<file path="config.mk">
export PLATFORM = sky130hd
export DESIGN_NAME = seg7_capture_decoder
export DESIGN_NICKNAME = d
export VERILOG_FILES = /design/src/rtl/seg7_pkg.sv /design/src/rtl/seg7_pattern_decode.sv /design/src/rtl/seg7_capture_decoder.sv
export SDC_FILE = /design/constraint.sdc
export NUM_CORES = 1
export LEC_CHECK = 0
export BUFFER_PORTS_ARGS = -buffer_cell sky130_fd_sc_hd__buf_2
export CAP_MARGIN = 20
export CORE_AREA = 3 3 92 94
export DETAILED_ROUTE_END_ITERATION = 10
export DIE_AREA = 0 0 95 97
export GPL_ROUTABILITY_DRIVEN = 0
export PLACE_DENSITY = 0.8
export SETUP_SLACK_MARGIN = 0.3
export SLEW_MARGIN = 10
export SYNTH_ARGS = -nofsm -noshare
export SYNTH_HDL_FRONTEND = slang
export SYNTH_HIERARCHICAL = 1
export SYNTH_SLANG_ARGS = --single-unit
</file>
<file path="constraint.sdc">
create_clock -name clk -period 2.8 [get_ports clk]
set_clock_uncertainty 0.15 [all_clocks]
set_input_delay 0.28 -clock clk [delete_from_list [all_inputs] [get_ports clk]]
set_output_delay 0.28 -clock clk [all_outputs]
set_load 0.05 [all_outputs]
</file>
<file path="src/rtl/seg7_pkg.sv">
// Shared constants and types for the 7-segment capture decoder.
// Segment patterns are {g,f,e,d,c,b,a}, active-high.
package seg7_pkg;

  localparam int NUM_DIGITS = 4;

  localparam logic [6:0] SEG_0     = 7'b0111111;
  localparam logic [6:0] SEG_1     = 7'b0000110;
  localparam logic [6:0] SEG_2     = 7'b1011011;
  localparam logic [6:0] SEG_3     = 7'b1001111;
  localparam logic [6:0] SEG_4     = 7'b1100110;
  localparam logic [6:0] SEG_5     = 7'b1101101;
  localparam logic [6:0] SEG_6     = 7'b1111101;
  localparam logic [6:0] SEG_7     = 7'b0000111;
  localparam logic [6:0] SEG_8     = 7'b1111111;
  localparam logic [6:0] SEG_9     = 7'b1101111;
  localparam logic [6:0] SEG_BLANK = 7'b0000000;

  typedef enum logic [1:0] {
    SEEK   = 2'd0,
    SETTLE = 2'd1,
    LOCKED = 2'd2
  } cap_state_t;

  function automatic logic is_onehot(input logic [NUM_DIGITS-1:0] v);
    return (v != '0) && ((v & (v - 1'b1)) == '0);
  endfunction

endpackage

</file>
<file path="src/rtl/seg7_pattern_decode.sv">
// Combinational map from a segment pattern to BCD digit plus blank/err flags.
// Blank and unknown patterns both report digit 0; the flags tell them apart.
module seg7_pattern_decode
  import seg7_pkg::*;
(
  input  logic [6:0] pattern,
  output logic [3:0] digit,
  output logic       blank,
  output logic       err
);

  always_comb begin
    digit = 4'd0;
    blank = 1'b0;
    err   = 1'b0;
    case (pattern)
      SEG_0:     digit = 4'd0;
      SEG_1:     digit = 4'd1;
      SEG_2:     digit = 4'd2;
      SEG_3:     digit = 4'd3;
      SEG_4:     digit = 4'd4;
      SEG_5:     digit = 4'd5;
      SEG_6:     digit = 4'd6;
      SEG_7:     digit = 4'd7;
      SEG_8:     digit = 4'd8;
      SEG_9:     digit = 4'd9;
      SEG_BLANK: blank = 1'b1;
      default:   err   = 1'b1;
    endcase
  end

endmodule

</file>
<file path="src/rtl/seg7_capture_decoder.sv">
// Snoops a multiplexed 4-digit 7-segment display, captures each digit once it
// has been stable for STABLE_CNT samples, and emits a frame when all four lock.
//
// state  | meaning
// SEEK   | waiting for a one-hot digit enable
// SETTLE | counting consecutive identical {seg,an} samples
// LOCKED | digit captured; waiting for the inputs to move on
module seg7_capture_decoder
  import seg7_pkg::*;
#(
  parameter int STABLE_CNT = 4
) (
  input  logic                        clk,
  input  logic                        rst_n,
  input  logic [6:0]                  seg_in,
  input  logic [NUM_DIGITS-1:0]       an_in,
  input  logic                        frame_ready,
  input  logic                        clr_overrun,
  output logic                        frame_valid,
  output logic [4*NUM_DIGITS-1:0]     frame_digits,
  output logic [NUM_DIGITS-1:0]       frame_blank,
  output logic [NUM_DIGITS-1:0]       frame_err,
  output logic                        overrun
);

  logic [6:0]              seg_s1, seg_s2;
  logic [NUM_DIGITS-1:0]   an_s1, an_s2;
  logic [10:0]             samp_cur, samp_prev;
  logic                    an_ok, same;

  cap_state_t              state_q, state_d;
  logic [3:0]              cnt_q, cnt_d;
  logic                    capture;

  logic [3:0]              dec_digit;
  logic                    dec_blank, dec_err;

  logic [4*NUM_DIGITS-1:0] dig_q, dig_d;
  logic [NUM_DIGITS-1:0]   blank_q, blank_d, err_q, err_d;
  logic [NUM_DIGITS-1:0]   seen_q, seen_nxt;
  logic                    complete, overrun_set;

  always_ff @(posedge clk or negedge rst_n) begin
    if (!rst_n) begin
      seg_s1 <= '0;
      seg_s2 <= '0;
      an_s1  <= '0;
      an_s2  <= '0;
    end else begin
      seg_s1 <= seg_in;
      seg_s2 <= seg_s1;
      an_s1  <= an_in;
      an_s2  <= an_s1;
    end
  end

  assign samp_cur = {seg_s2, an_s2};
  assign an_ok    = is_onehot(an_s2);
  assign same     = (samp_cur == samp_prev);

  seg7_pattern_decode u_decode (
    .pattern (seg_s2),
    .digit   (dec_digit),
    .blank   (dec_blank),
    .err     (dec_err)
  );

  always_ff @(posedge clk or negedge rst_n) begin
    if (!rst_n) begin
      state_q   <= SEEK;
      cnt_q     <= '0;
      samp_prev <= '0;
    end else begin
      state_q   <= state_d;
      cnt_q     <= cnt_d;
      samp_prev <= samp_cur;
    end
  end

  always_comb begin
    state_d = state_q;
    cnt_d   = cnt_q;
    capture = 1'b0;
    case (state_q)
      SEEK: begin
        if (an_ok) begin
          state_d = SETTLE;
          cnt_d   = 4'd1;
        end
      end
      SETTLE: begin
        if (!an_ok) begin
          state_d = SEEK;
          cnt_d   = 4'd0;
        end else if (!same) begin
          cnt_d = 4'd1;
        end else if (cnt_q == 4'(STABLE_CNT - 1)) begin
          capture = 1'b1;
          state_d = LOCKED;
          cnt_d   = 4'(STABLE_CNT);
        end else begin
          cnt_d = cnt_q + 4'd1;
        end
      end
      LOCKED: begin
        if (!same) begin
          if (an_ok) begin
            state_d = SETTLE;
            cnt_d   = 4'd1;
          end else begin
            state_d = SEEK;
            cnt_d   = 4'd0;
          end
        end
      end
      default: begin
        state_d = SEEK;
        cnt_d   = 4'd0;
      end
    endcase
  end

  // Next digit store is computed combinationally so a completing capture
  // lands in the frame on the same edge.
  always_comb begin
    dig_d    = dig_q;
    blank_d  = blank_q;
    err_d    = err_q;
    seen_nxt = seen_q;
    if (capture) begin
      for (int i = 0; i < NUM_DIGITS; i++) begin
        if (an_s2[i]) begin
          dig_d[4*i +: 4] = dec_digit;
          blank_d[i]      = dec_blank;
          err_d[i]        = dec_err;
        end
      end
      seen_nxt = seen_q | an_s2;
    end
  end

  assign complete    = capture && (seen_nxt == '1);
  assign overrun_set = complete && frame_valid && !frame_ready;

  always_ff @(posedge clk or negedge rst_n) begin
    if (!rst_n) begin
      dig_q        <= '0;
      blank_q      <= '0;
      err_q        <= '0;
      seen_q       <= '0;
      frame_valid  <= 1'b0;
      frame_digits <= '0;
      frame_blank  <= '0;
      frame_err    <= '0;
      overrun      <= 1'b0;
    end else begin
      dig_q   <= dig_d;
      blank_q <= blank_d;
      err_q   <= err_d;
      if (complete) begin
        seen_q <= '0;
        if (!frame_valid || frame_ready) begin
          frame_valid  <= 1'b1;
          frame_digits <= dig_d;
          frame_blank  <= blank_d;
          frame_err    <= err_d;
        end
      end else begin
        seen_q <= seen_nxt;
        if (frame_valid && frame_ready) frame_valid <= 1'b0;
      end
      if (overrun_set)      overrun <= 1'b1;
      else if (clr_overrun) overrun <= 1'b0;
    end
  end

endmodule

</file>
### Yosys cells after proc, flatten, opt, wreduce, memory -nomap -nowiden

Index checks and enable logic that the tools add are counted.

* flip-flop bits (word level): 93
* input bits: 15

* add/subtract/negate cells: 2
* equal/unequal tests: 20
* mux-type cells: 43
* bitwise gates (word level): 2
* reduce and logical (&&, ||, !) cells: 19

Operators with widths (number)
* two-way mux 4 bit: 13
* equality test 7 bit, second input constant: 7
* one-hot mux 4 bit (9 select lines): 1
* two-way mux 1 bit: 21
* two-way mux 16 bit: 1
* equality test 7 x 3 -> 1 bit, second input constant: 2
* one-hot mux 4 bit (3 select lines): 1
* equality test 11 bit: 1
* OR reduction 11 bit: 1
* two-way mux 2 bit: 5
* equality test 7 x 6 -> 1 bit, second input constant: 1
* zero test 7 bit: 1
* inequality test 3 bit, second input constant: 2
* one-hot mux 2 bit (3 select lines): 1
* AND reduction 2 bit: 3
* logical AND 1 bit: 5
* adder 4 x 1 -> 4 bit, second input constant: 1
* bitwise AND 4 bit: 1
* equality test 4 x 2 -> 1 bit, second input constant: 1
* equality test 4 bit, second input constant: 1
* zero test 4 bit: 1
* inequality test 2 bit, second input constant: 2
* OR 4 bit: 1
* AND reduction 4 bit: 1
* other kinds (9): 11

### Logic depth before layout (Yosys ltp)

* word-level depth: 12
* depth in mapped cells: 8
* mapped depth without buffers: 6

### Modules after synthesis

Netlist, hierarchy kept.

By module, submodules not included
* seg7_capture_decoder: instances 1, cells an instance 263, area each 3961.3 µm²
* seg7_pattern_decode: instances 1, cells an instance 35, area each 216.5 µm²

### Least setup slack after synthesis

Ideal clock, no wire load.

* kind: register to register
* start point: register seg_s2[0]
* end point: register frame_err[0]
* library setup time: 125 ps
* arrival time: 2115 ps
* required time: 2525 ps
* slack: 410 ps
* cell stages (with the launch flop): 7
* buffers on the path: 0
* clock period less this slack: 2390 ps
* path through: dfrtp_1 > and3b_1 > a21oi_1 > o41ai_1 > nor3_1 > mux2_2 > mux2_4

RTL lines
* start: declaration: RTL line seg7_capture_decoder.sv:26 `logic [6:0] seg_s1, seg_s2;`
* start signal: assignment: RTL line seg7_capture_decoder.sv:51 `seg_s2 <= seg_s1;`
* equality test 7 x 6 -> 1 bit (tied with other cells): RTL line seg7_pattern_decode.sv:16 `case (pattern)`
* OR reduction 11 bit (no line) (*)
* two-way mux 1 bit (*): RTL line seg7_pattern_decode.sv:16
* net dec_err: RTL line seg7_capture_decoder.sv:36 `logic dec_blank, dec_err;`
* two-way mux 1 bit (*): RTL line seg7_capture_decoder.sv:132 `if (an_s2[i]) begin`
* two-way mux 4 bit (*): RTL line seg7_capture_decoder.sv:130 `if (capture) begin`
* end signal: assignment: RTL line seg7_capture_decoder.sv:166 `frame_err <= err_d;`
* end: declaration: RTL line seg7_capture_decoder.sv:22 `output logic [NUM_DIGITS-1:0] frame_err,`

The timed path passes the listed nets; every way through them passes the cells marked *.
A chain may end at the register's enable or synchronous reset.

### Final worst setup path

* start point: register an_s2[0]
* end point: register frame_digits[4]

* cells in the longest elaborated chain, start to end: 10

RTL lines
* start: declaration: RTL line seg7_capture_decoder.sv:27 `logic [NUM_DIGITS-1:0] an_s1, an_s2;`
* start signal: assignment: RTL line seg7_capture_decoder.sv:53 `an_s2 <= an_s1;`
* subtractor 4 x 1 -> 4 bit: RTL line seg7_pkg.sv:26 `return (v != '0) && ((v & (v - 1'b1)) == '0);`
* bitwise AND 4 bit: RTL line seg7_pkg.sv:26
* zero test 4 bit: RTL line seg7_pkg.sv:26
* logical AND 1 bit: RTL line seg7_pkg.sv:26
* two-way mux 1 bit: RTL line seg7_capture_decoder.sv:92 `if (!an_ok) begin`
* two-way mux 1 bit: RTL line seg7_capture_decoder.sv:84 `case (state_q)`
* two-way mux 4 bit: RTL line seg7_capture_decoder.sv:130
* equality test 4 bit: RTL line seg7_capture_decoder.sv:142 `assign complete = capture && (seen_nxt == '1);`
* logical AND 1 bit: RTL line seg7_capture_decoder.sv:142
* AND reduction 2 bit (no line)
* end signal: assignment: RTL line seg7_capture_decoder.sv:164 `frame_digits <= dig_d;`
* end: declaration: RTL line seg7_capture_decoder.sv:20 `output logic [4*NUM_DIGITS-1:0] frame_digits,`

Parallel ways exist; a longest one is shown, timed or not.

==> flow_metrics.env <==
export IMPL_outcome="complete, no violations"
export IMPL_p_sw_share_pct=24.3
export IMPL_seq_area_um2=2330
export IMPL_drc=0
export IMPL_grt_pass1_wl_mm=13.6
export IMPL_ys_ff_latch=93
export IMPL_synthCells=298
export IMPL_finalSetupViolCount=0
export IMPL_irDropWorstVdd_v=0.000361
export IMPL_synth_flop_cell="dfrtp_1"
export IMPL_synth_avg_cell_area_um2=14.0
export IMPL_grt_max_degree=94
export IMPL_vias=2697
export IMPL_synth_seq_area_share_pct=55.7
export IMPL_first_iter_violations=166
export IMPL_combPwrFrac_pct=7.7
export IMPL_drt_total_wl_mm=8.26
export IMPL_critPathRequiredTime_ns=2.89
export IMPL_min_path_type="input port to register"
export IMPL_antenna_found_initial=0
export IMPL_highest_layer="met4"
export IMPL_dieWidth_um=95
export IMPL_yosysWarnings=6
export IMPL_p_leak_nw=2.38
export IMPL_synth_cell_types=49
export IMPL_grt_pass1_vias=2751
export IMPL_period_share_pct=86.3
export IMPL_cts_sinks=93
export IMPL_slew_headroom_pct=60.1
export IMPL_portBuffers=40
export IMPL_drv_slew=0
export IMPL_area_growth_pct=18.4
export IMPL_min_period_ns=2.42
export IMPL_tns_ns=0
export IMPL_worstMarginPinSlew_ns=0.598
export IMPL_start_util_pct=54.1
export IMPL_fmax_mhz=414
export IMPL_tritoncts="yes"
export IMPL_final_area_um2=4950
export IMPL_insertion_delay_ns=0.35
export IMPL_core_area_um2=7730
export IMPL_synth_nets=314
export IMPL_powerDensity_nw_per_um2=473
export IMPL_total_power_mw=2.34
export IMPL_instances_no_fill=481
export IMPL_worst_slack_ns=0.382
export IMPL_rsz0062_at_grt="no"
export IMPL_worstSetupPathType="register to register"
export IMPL_route_met3_wl_um=379
export IMPL_dp_cells=443
export IMPL_fin_nets=392
export IMPL_worst_setup_path_start_kind="register"
export IMPL_synth_edf_count=0
export IMPL_hold_depth=3
export IMPL_vias_per_cell=5.61
export IMPL_internal_power_mw=1.77
export IMPL_clockRootBuffer="clkbuf_8"
export IMPL_pre_cts_ws_ns=0.267
export IMPL_cts_inserted_buffers=9
export IMPL_dp_hpwl_mm=5.36
export IMPL_p_switching_mw=0.567
export IMPL_synthArstFlopShare_pct=100
export IMPL_die_h_um=97
export IMPL_cap_violations=0
export IMPL_core_rowCount=32
export IMPL_seqPwrFrac_pct=59.9
export IMPL_clkPwrFrac_pct=32.4
export IMPL_fillerInstances=548
export IMPL_dieArea_um2=9220
export IMPL_cts_buffer_depth=2
export IMPL_critPathArrivalTime_ns=2.50
export IMPL_dr_pass1_iters=4
export IMPL_final_common_cell="dfrtp_1"
export IMPL_dpl_cell_area_um2=4540
export IMPL_syn_area_um2=4180
export IMPL_overflow=0
export IMPL_final_cell_mix="88 x dfrtp_1, 39 x buf_2, 30 x mux2_2"
export IMPL_insertedDiodeCount=0
export IMPL_holdWs_ns=0.0768
export IMPL_cp_max_fo=12
export IMPL_finalHoldViolCount=0
export IMPL_cp_end_kind="register"
export IMPL_grt_usage_pct=19.0
export IMPL_rr_worst_depth=6
export IMPL_pin_count=41
export IMPL_detail_route_wl_per_cell_um=17.2
export IMPL_ctsHtreeMaxLevel=3
export IMPL_drive_gt1_share_pct=39.6
export IMPL_wl_met1_mm=3.70
export IMPL_final_core_util_pct=64.0
export IMPL_multiInputGateArea_um2=1720
export IMPL_clk_transition_reported_paths_ns=0.09
export IMPL_met2_length_mm=3.95
export IMPL_drtAntennaViolNets=0
## power by group through the flow
stage | logic, mW | registers (mW) | clock network [mW]
after floorplan | 0.0912 | 1.42 | 0
after CTS | 0.162 | 1.40 | 0.778
after global placement | 0.141 | 1.43 | 0
after global routing | 0.199 | 1.40 | 0.839
after detailed placement | 0.146 | 1.43 | 0
final | 0.180 | 1.40 | 0.758
## cell usage after synthesis (all sizes together) (2+ instances only)
| cell type | count | share of area [%] |
|---|---|---|
| inv | 6 | 0.54 |
| nor3 | 8 | 1.3 |
| clkbuf | 6 | 0.54 |
| nor4 | 2 | 0.30 |
| or4b | 2 | 0.66 |
| nor3b | 3 | 0.54 |
| o21a | 2 | 0.36 |
| o211ai | 3 | 0.54 |
| a21boi | 2 | 0.36 |
| xnor2 | 13 | 2.9 |
| and4 | 2 | 0.42 |
| nand2 | 6 | 0.54 |
| and3 | 4 | 0.60 |
| a31oi | 4 | 0.60 |
| mux2 | 72 | 21 |
| o21ai | 5 | 0.60 |
| o22ai | 4 | 0.60 |
| buf | 9 | 2.3 |
| nand2b | 3 | 0.45 |
| nand3 | 10 | 2.4 |
| nor2 | 8 | 0.72 |
| or3 | 2 | 0.30 |
| o41ai | 2 | 0.42 |
| nand4 | 7 | 1.0 |
| dfrtp | 93 | 56 |
| a21oi | 8 | 0.96 |
## per-layer routing
layer / track usage (%) / up-vias
li1: - / 1240
met5: 0 / -
met4: 9.10 / 0
met1: 26.4 / 1358
met3: 3.27 / 24
met2: 28.9 / 75
## repair_timing
item / in CTS / in global routing
gates resized for setup: 2 / 10
pin swaps: 1 / 0
setup endpoints to repair: 42 / 26
hold endpoints to repair: 105 / 0
buffers inserted: 1 / 10
hold buffers: 13 / 0
## worst max-delay path, cell delays in order (launching register included)
cell	delay, ns
dfrtp_2	0.46
or4b_4	0.57
o311a_1	0.18
nor3_2	0.15
and4_4	0.27
buf_8	0.18
mux2_1	0.34
## cell type report
class / instances / area share (%)
Clock inverter: 4 / 0.557
Sequential cell: 93 / 47.2
Inverter: 6 / 0.455
Clock buffer: 10 / 2.58
Multi-Input combinational cell: 184 / 34.7
Tap cell: 102 / 2.58
Timing Repair Buffer: 82 / 11.9
## registers in the layout (all words and copies together) (netlist names)
signal and cells:
frame_blank 4, an_s2 4, frame_valid 1, dig_q 16, err_q 4, seg_s2 7
frame_digits 16, frame_err 4, state_q 2, samp_prev 11, an_s1 4, overrun 1
seg_s1 7, cnt_q 4, seen_q 4, blank_q 4
## cell families (layout without fill, tap and decap cells)
group / after synthesis / after routing / share of synthesized area, %
DFF: 93 / 93 / 55.7
muxes: 72 / 72 / 21.2
and+or+nand+nor: 62 / 62 / 10.4
AOI/OAI and AO/OA: 36 / 36 / 6.11
buffers and inverters: 21 / 102 / 3.38
xor gates and xnor gates: 13 / 13 / 2.91
adders and majority gates: 1 / 1 / 0.299
## final timing paths
path	start	slack [ns]	to
worst min register to register	seg_s1[0]	0.20	seg_s2[0]
worst max register to register	an_s2[0]	0.38	frame_digits[4]
min in group asynchronous	rst_n	0.34	samp_prev[3]
max in group asynchronous	rst_n	1.74	an_s2[2]
worst min-delay path	frame_ready	0.08	frame_valid
worst max-delay path	an_s2[0]	0.38	frame_digits[4]
Note: power is estimated with default switching activity, not from simulation.
